## src/rtl/array_ofifo.sv

```systemverilog
// array_ofifo: per-column output FIFO behind the MAC array; lanes fill independently, pop as a row.
// Optional sticky overflow flag under `ARRAY_OFIFO_OVERFLOW_FLAG_EN`.  Revision 1.0
`default_nettype none

module array_ofifo #(
    parameter int COL     = 8,
    parameter int PSUM_BW = 16,
    parameter int DEPTH   = 16
) (
    input  logic                   clk,
    input  logic                   reset,
    input  logic [COL-1:0]         wr,
    input  logic [COL*PSUM_BW-1:0] in,
    input  logic                   rd,
    output logic                   o_valid,
    output logic [COL*PSUM_BW-1:0] out,
    output logic                   o_full,
`ifdef ARRAY_OFIFO_OVERFLOW_FLAG_EN
    output logic                   o_overflow,
`endif
    output logic                   o_ready
);

    localparam int PTR_W = $clog2(DEPTH);
    localparam int CNT_W = PTR_W + 1;
    localparam logic [CNT_W-1:0] CNT_FULL = CNT_W'(DEPTH);

    logic [COL-1:0]         w_nonempty;
    logic [COL-1:0]         w_full;
    logic [COL*PSUM_BW-1:0] w_head;
    logic                   w_pop;

    // A row pops only when every lane has data, so all lanes advance together.
    assign w_pop   = rd & o_valid;
    assign o_valid = &w_nonempty;
    assign o_full  = |w_full;
    assign o_ready = ~o_full;
    assign out     = o_valid ? w_head : '0;

    genvar c;
    generate
        for (c = 0; c < COL; c++) begin : g_lane
            logic [PSUM_BW-1:0] mem_q [DEPTH];
            logic [PTR_W-1:0]   wptr_q, wptr_d;
            logic [PTR_W-1:0]   rptr_q, rptr_d;
            logic [CNT_W-1:0]   cnt_q, cnt_d;
            logic               w_acc;

            assign w_full[c]     = (cnt_q == CNT_FULL);
            assign w_nonempty[c] = (cnt_q != '0);
            // A full lane can still take a write when the same edge frees a slot.
            assign w_acc         = wr[c] & (~w_full[c] | w_pop);
            assign w_head[c*PSUM_BW +: PSUM_BW] = mem_q[rptr_q];

            always_comb begin
                wptr_d = wptr_q;
                rptr_d = rptr_q;
                cnt_d  = cnt_q;
                if (w_acc) wptr_d = wptr_q + PTR_W'(1);
                if (w_pop) rptr_d = rptr_q + PTR_W'(1);
                case ({w_acc, w_pop})
                    2'b10:   cnt_d = cnt_q + CNT_W'(1);
                    2'b01:   cnt_d = cnt_q - CNT_W'(1);
                    default: cnt_d = cnt_q;
                endcase
            end

            always_ff @(posedge clk) begin
                if (reset) begin
                    wptr_q <= '0;
                    rptr_q <= '0;
                    cnt_q  <= '0;
                end else begin
                    wptr_q <= wptr_d;
                    rptr_q <= rptr_d;
                    cnt_q  <= cnt_d;
                end
            end

            always_ff @(posedge clk) begin
                if (!reset && w_acc) mem_q[wptr_q] <= in[c*PSUM_BW +: PSUM_BW];
            end
        end
    endgenerate

`ifdef ARRAY_OFIFO_OVERFLOW_FLAG_EN
    logic [COL-1:0] w_drop;
    logic           overflow_q;

    assign w_drop     = wr & w_full & {COL{~w_pop}};
    assign o_overflow = overflow_q;

    always_ff @(posedge clk) begin
        if (reset) overflow_q <= 1'b0;
        else       overflow_q <= overflow_q | (|w_drop);
    end
`endif

endmodule

`default_nettype wire
```

## config.mk

```make
export PLATFORM = sky130hd
export DESIGN_NAME = array_ofifo
export DESIGN_NICKNAME = d
export VERILOG_FILES = /design/src/rtl/array_ofifo.sv
export SDC_FILE = /design/constraint.sdc
export NUM_CORES = 2
export LEC_CHECK = 0
export ABC_CLOCK_PERIOD_IN_PS = 10580
export BUFFER_PORTS_ARGS = -buffer_cell sky130_fd_sc_hd__buf_2
export CORE_MARGIN = 3
export CORE_UTILIZATION = 35
export CTS_CLUSTER_DIAMETER = 30
export DETAILED_ROUTE_END_ITERATION = 8
export PLACE_DENSITY = 0.49
export RECOVER_POWER = 50
export SLEW_MARGIN = 20
export SYNTH_ARGS = -nofsm -noshare
export SYNTH_HDL_FRONTEND = slang
export SYNTH_SLANG_ARGS = --single-unit
```

## constraint.sdc

```tcl
create_clock -name clk -period 10.58 [get_ports clk]
set_input_delay 1.587 -clock clk [delete_from_list [all_inputs] [get_ports clk]]
set_output_delay 1.587 -clock clk [all_outputs]
set_load 0.05 [all_outputs]
```

* Yosys cells after proc, flatten, opt, wreduce, memory -nomap -nowiden
Memories as Yosys holds them, arrays and structs flattened. A register that Yosys moved wholly into a read port is not among the register bits.
Index checks and enable logic that the tools add are counted.
** Storage, ports and cells
- Word-level logic and storage cells :: 182
- Memories :: 8
- RAM bits :: 2048
- Output and inout port bits :: 131
- Register bits :: 104
** Memories
- g_lane[0].mem_q :: words 16, bits a word 16, rd ports 1, clocked after memory_dff 1, write ports 1, line 43 : logic [PSUM_BW-1:0] mem_q [DEPTH];
- g_lane[1].mem_q :: words 16, bits a word 16, rd ports 1, clocked after memory_dff 1, write ports 1, line 43
- g_lane[2].mem_q :: words 16, bits a word 16, rd ports 1, clocked after memory_dff 1, write ports 1, line 43
- g_lane[3].mem_q :: words 16, bits a word 16, rd ports 1, clocked after memory_dff 1, write ports 1, line 43
- g_lane[4].mem_q :: words 16, bits a word 16, rd ports 1, clocked after memory_dff 1, write ports 1, line 43
- g_lane[5].mem_q :: words 16, bits a word 16, rd ports 1, clocked after memory_dff 1, write ports 1, line 43
- 2 more memories
** Cells by class
- Equality and inequality tests :: 24
- Add/sub/neg operators :: 32
- Reduce and logical (&&, ||, !) cells :: 27
- Bitwise logic cells :: 26
- Mux-type cells :: 41
** Operator list (count)
- 128-bit 2-to-1 mux :: 1
- 5-bit one-hot mux with 2 select lines :: 8
- 4-bit by 1-bit adder with 4-bit output (second input constant) :: 16
- 4-bit 2-to-1 mux :: 16
- 5-bit by 1-bit adder with 5-bit output (second input constant) :: 8
- 5-bit equality test (second input constant) :: 8
- 5-bit nonzero test :: 8
- 5-bit by 1-bit subtractor with 5-bit output (second input constant) :: 8
- 2-bit by 1-bit equality test with 1-bit output (second input constant) :: 8
- 2-bit equality test (second input constant) :: 8
- 1-bit 2-to-1 mux :: 16
- 2-bit nonzero test :: 8
- 1-bit bitwise AND :: 9
- 1-bit inverter :: 9
- 1-bit logical AND :: 8
- 1-bit OR :: 8
- 8-bit AND reduction :: 1
- 8-bit OR reduction :: 1
- 1-bit zero test :: 1

* Longest topological paths before layout
- Depth after elaboration :: 8
- Gate-level depth with buffers :: 15
- Depth with buffers taken out :: 12

* Least setup slack after synthesis
OpenSTA, ideal clock, no wires.
- Path type :: register -> output
- Start point :: register g_lane[4].cnt_q[1]
- End point :: output port out[118]
- Data arrival time :: 2.779 ns
- Path slack :: 6.214 ns
- Stages on the path, launching flop included :: 11
- Path through :: dfxtp_1 buf_2 nor4_1 a22o_1 or4_4 buf_6 clkinv_2 buf_12 buf_4 clkbuf_1 and2_1
** Between the ends
- Longest elaborated chain between the ends :: 3
** RTL lines
- start, declared :: line 46 : logic [CNT_W-1:0] cnt_q, cnt_d;
- start signal, assigned :: line 76 : cnt_q <= cnt_d;
- 5-bit nonzero test :: line 50 : assign w_nonempty[c] = (cnt_q != '0);
- 8-bit AND reduction :: line 35 : assign o_valid = &w_nonempty;
- net o_valid :: line 15 : output logic o_valid,
- 128-bit 2-to-1 mux :: line 38 : assign out = o_valid ? w_head : '0;
- end, declared :: line 16 : output logic [COL*PSUM_BW-1:0] out,
The timed path passes the listed nets, and every way through them passes these cells.

* Final worst setup path
- Start point :: input port rd
- End point :: memory g_lane[7].mem_q[3][9], enable pin
** Between the ends
- Longest elaborated chain between the ends :: 6
** RTL lines
- start, declared :: line 14 : input logic rd,
- 1-bit bitwise AND :: line 34 : assign w_pop = rd & o_valid;
- 1-bit OR :: line 52 : assign w_acc = wr[c] & (~w_full[c] | w_pop);
- 1-bit bitwise AND :: line 52
- 1-bit logical AND :: line 81 : if (!reset && w_acc) mem_q[wptr_q] <= in[c*PSUM_BW +: PSUM_BW];
- 1-bit 2-to-1 mux :: line 81
- 1-bit 2-to-1 mux (not written as such) :: line 81
- end, declared :: line 43
Every way passes these cells.

==> summary.txt <==
Resize count post-CTS - 0
Ys async rst share - 0%
Top FF cell, synth - edfxtp_1
Mapped Area - 85,100 sq um
Relative max-transition margin - -69.0%
Clock Tree Buf Depth - 4
Setup bufs post-CTS - 0
WHS - 0.492 ns
Yosys top cell by area - edfxtp_1
Tmin final - 7.12 ns
Tcrit/Tclk final - 67.3%
Final hold vios - 0
Syn_nets - 4,165
Worst-Skew Late Latency - 0.98 ns
Largest net degree at the start of global routing - 121
Post-Route WL - 207,000 um
Status - finished, violations left
Critical path's slowest cell - clkbuf_1
Power Density - 234 nW/um^2
Clk pin slew, worst setup/hold paths - 0.04 ns
Lkg Pwr - 34.7 nW
GR Util All Layers - 16.5%
VDD IR max - 159 uV
Grt ovf - 0
Register area share after synthesis - 75.5%
Number of enable flip-flop cells after synthesis - 2,048
CTS Buf Count - 483
Synth cell types - 60
Vias/cell - 5.11
Core area - 241,000 sq um
Max Fanout on Critical Path - 36
Drt wl/cell - 25.2 um
Critical Path Sink Type - flop
DRC viols - 0
Design area - 108,000 sq um
DRT iter0 DRCs - 3,264
Dpl hpwl - 115,000 um
Die area - 249,000 sq um
FF/Latch Area - 64,300 sq um
Top cells by area, synth - edfxtp_1 (72%), mux4_2 (17%), dfxtp_1 (3.2%)
Synth warn - 0
Worst Hold Class - reg2reg
RSZ-0062 raised after global routing - false
Clk sinks - 2,184
Crit path largest cell delay - 1.73 ns
Clock skew - 0.0938 ns
CTS tree - yes
Area of the multi-input gates - 20,400 sq um
Initial Util - 35.3%
Final setup violating endpoints - 0
Most frequent cell after synthesis - edfxtp_1
Critical path data required time - 11.21 ns
Fillcell total - 20,400
1st-pass router iterations - 7
CP Class - in2reg
Vias in the first global route - 44,900
Tightest Pin Transition - 2.53 ns
Syn_area_per_cell - 21.4 sq um
Initial antenna violation count - 32
Gate Count Post-Synth - 3,969
CP Launch Type - primary input
Crit path DAT - 7.75 ns
Hold buffer count at cts - 0
Num ports - 270
Slew Viols, Final - 165
Final #Nets - 4,827
Failing checks - capacitance limit, slew limit
Seq cells post-synth - 2,184
Rows - 180
Final setup margin - 3.46 ns
Number of port buffers - 269
Area fraction of the dominant cell type after synthesis - 72.3%
H-tree lvl count - 5
Worst-path cell chain - buf_2 -> clkbuf_1 -> inv_1 -> clkbuf_1 -> o21ai_0 -> nand4b_1 -> nor3_2 -> buf_4
Detail Route Antenna Nets - 0
Commonest cells post-synth - edfxtp_1 (2,048), mux4_2 (640), nor2_1 (159), dfxtp_1 (136)
First-pass GRT wire length - 307,000 um
Share of cells above drive strength 1 - 36.6%
Vias - 42,000
Placer Congestion - 0.723
Die H - 499 um
Critical Path Most Common Cell - clkbuf_1
Fmax - 140 MHz
Max_cap viols - 9
Setup TNS - 0 ns
Setup Slack @ Placement - 5.21 ns
Die X - 499 um
Synthesis-to-layout area growth - 26.7%
Clk root buf - clkbuf_16
Post-DP Area - 91,100 sq um
stage by stage:
step	utilization [%]	std cells	total power, mW
2_1_floorplan	-	3969	9.87
3_3_place_gp	37.7	7331	10.1
3_5_place_dp	37.8	7331	10.1
4_1_cts	44.8	8211	25.5
5_1_grt	44.7	8213	26.0
6_report	44.7	8223	25.2
cells by family (layout without fill, tap and decap cells):
group,after synthesis,after routing,synth area share [%]
DFF,2184,2184,75.5
muxes,671,671,17.3
and+or+nand+nor,591,591,3.52
buffers and inverters,264,1321,1.24
AOI/OAI and AO/OA,169,169,1.25
adders and majority gates,57,57,0.847
xor gates and xnor gates,33,33,0.340
other,0,12,0
sequential cells by signal, indices dropped and copies added, names as in the netlist, named ones only:
register / flops
g_lane.rptr_q: 32
g_lane.wptr_q: 32
g_lane.mem_q: 2048
g_lane.cnt_q: 40
report_power, final:
group	internal (mW)	switching, mW	leakage [nW]
clock	10.6	4.64	8.09
sequential	9.53	0.0282	19.6
combinational	0.104	0.264	7.01
critical path, delay by kind of cell:
kind,cells,cell delay (ns)
compound gates,1,1.00
buf+inv,5,3.49
simple gates,2,1.62
area by class of cell:
cell class                      count  share of cell area (%)
Sequential cell                  2184                    59.6
Multi-Input combinational cell   1521                    18.9
Clock buffer                      552                    11.6
Clock inverter                    328                    3.98
Tap cell                         3185                    3.70
Timing Repair Buffer              392                    1.93
Inverter                           49                   0.178
Antenna cell                       12                  0.0278
worst paths after layout:
path | start | endpoint | slack (ns) | cells past startpoint
worst max register to register | g_lane[6].cnt_q[1] | g_lane[0].cnt_q[4] | 5.69 | 11
worst max-delay path | rd | g_lane[7].mem_q[3][9] | 3.46 | 8
worst min-delay path | g_lane[2].rptr_q[1] | flop | 0.49 | 2
worst min register to register | g_lane[2].rptr_q[1] | flop | 0.49 | 2
layer usage:
metal | share of wire, % | global-route usage (%)
met1 | 44 | 23.2
met2 | 48 | 26.0
met3 | 5.5 | 3.66
met4 | 2.3 | 4.72
met5 | 0.051 | 0
placed cells by master (no fill, tap or decap), drive strengths merged, types with 10 or more instances in the layout:
cell type  instances
clkinvlp          52
clkbuf           689
dfxtp            136
nand2b            11
a21boi            15
buf              255
nor2             160
clkinv           165
ha                56
a21oi             63
xor2              10
o21ai             45
edfxtp          2048
nor3              99
xnor2             23
mux4             640
nor2b             20
nor4              14
bufinv            91
mux2              25
nand3             77
and2             128
diode             12
nand2             50
inv               69
Power figures use the tool's default switching activity.
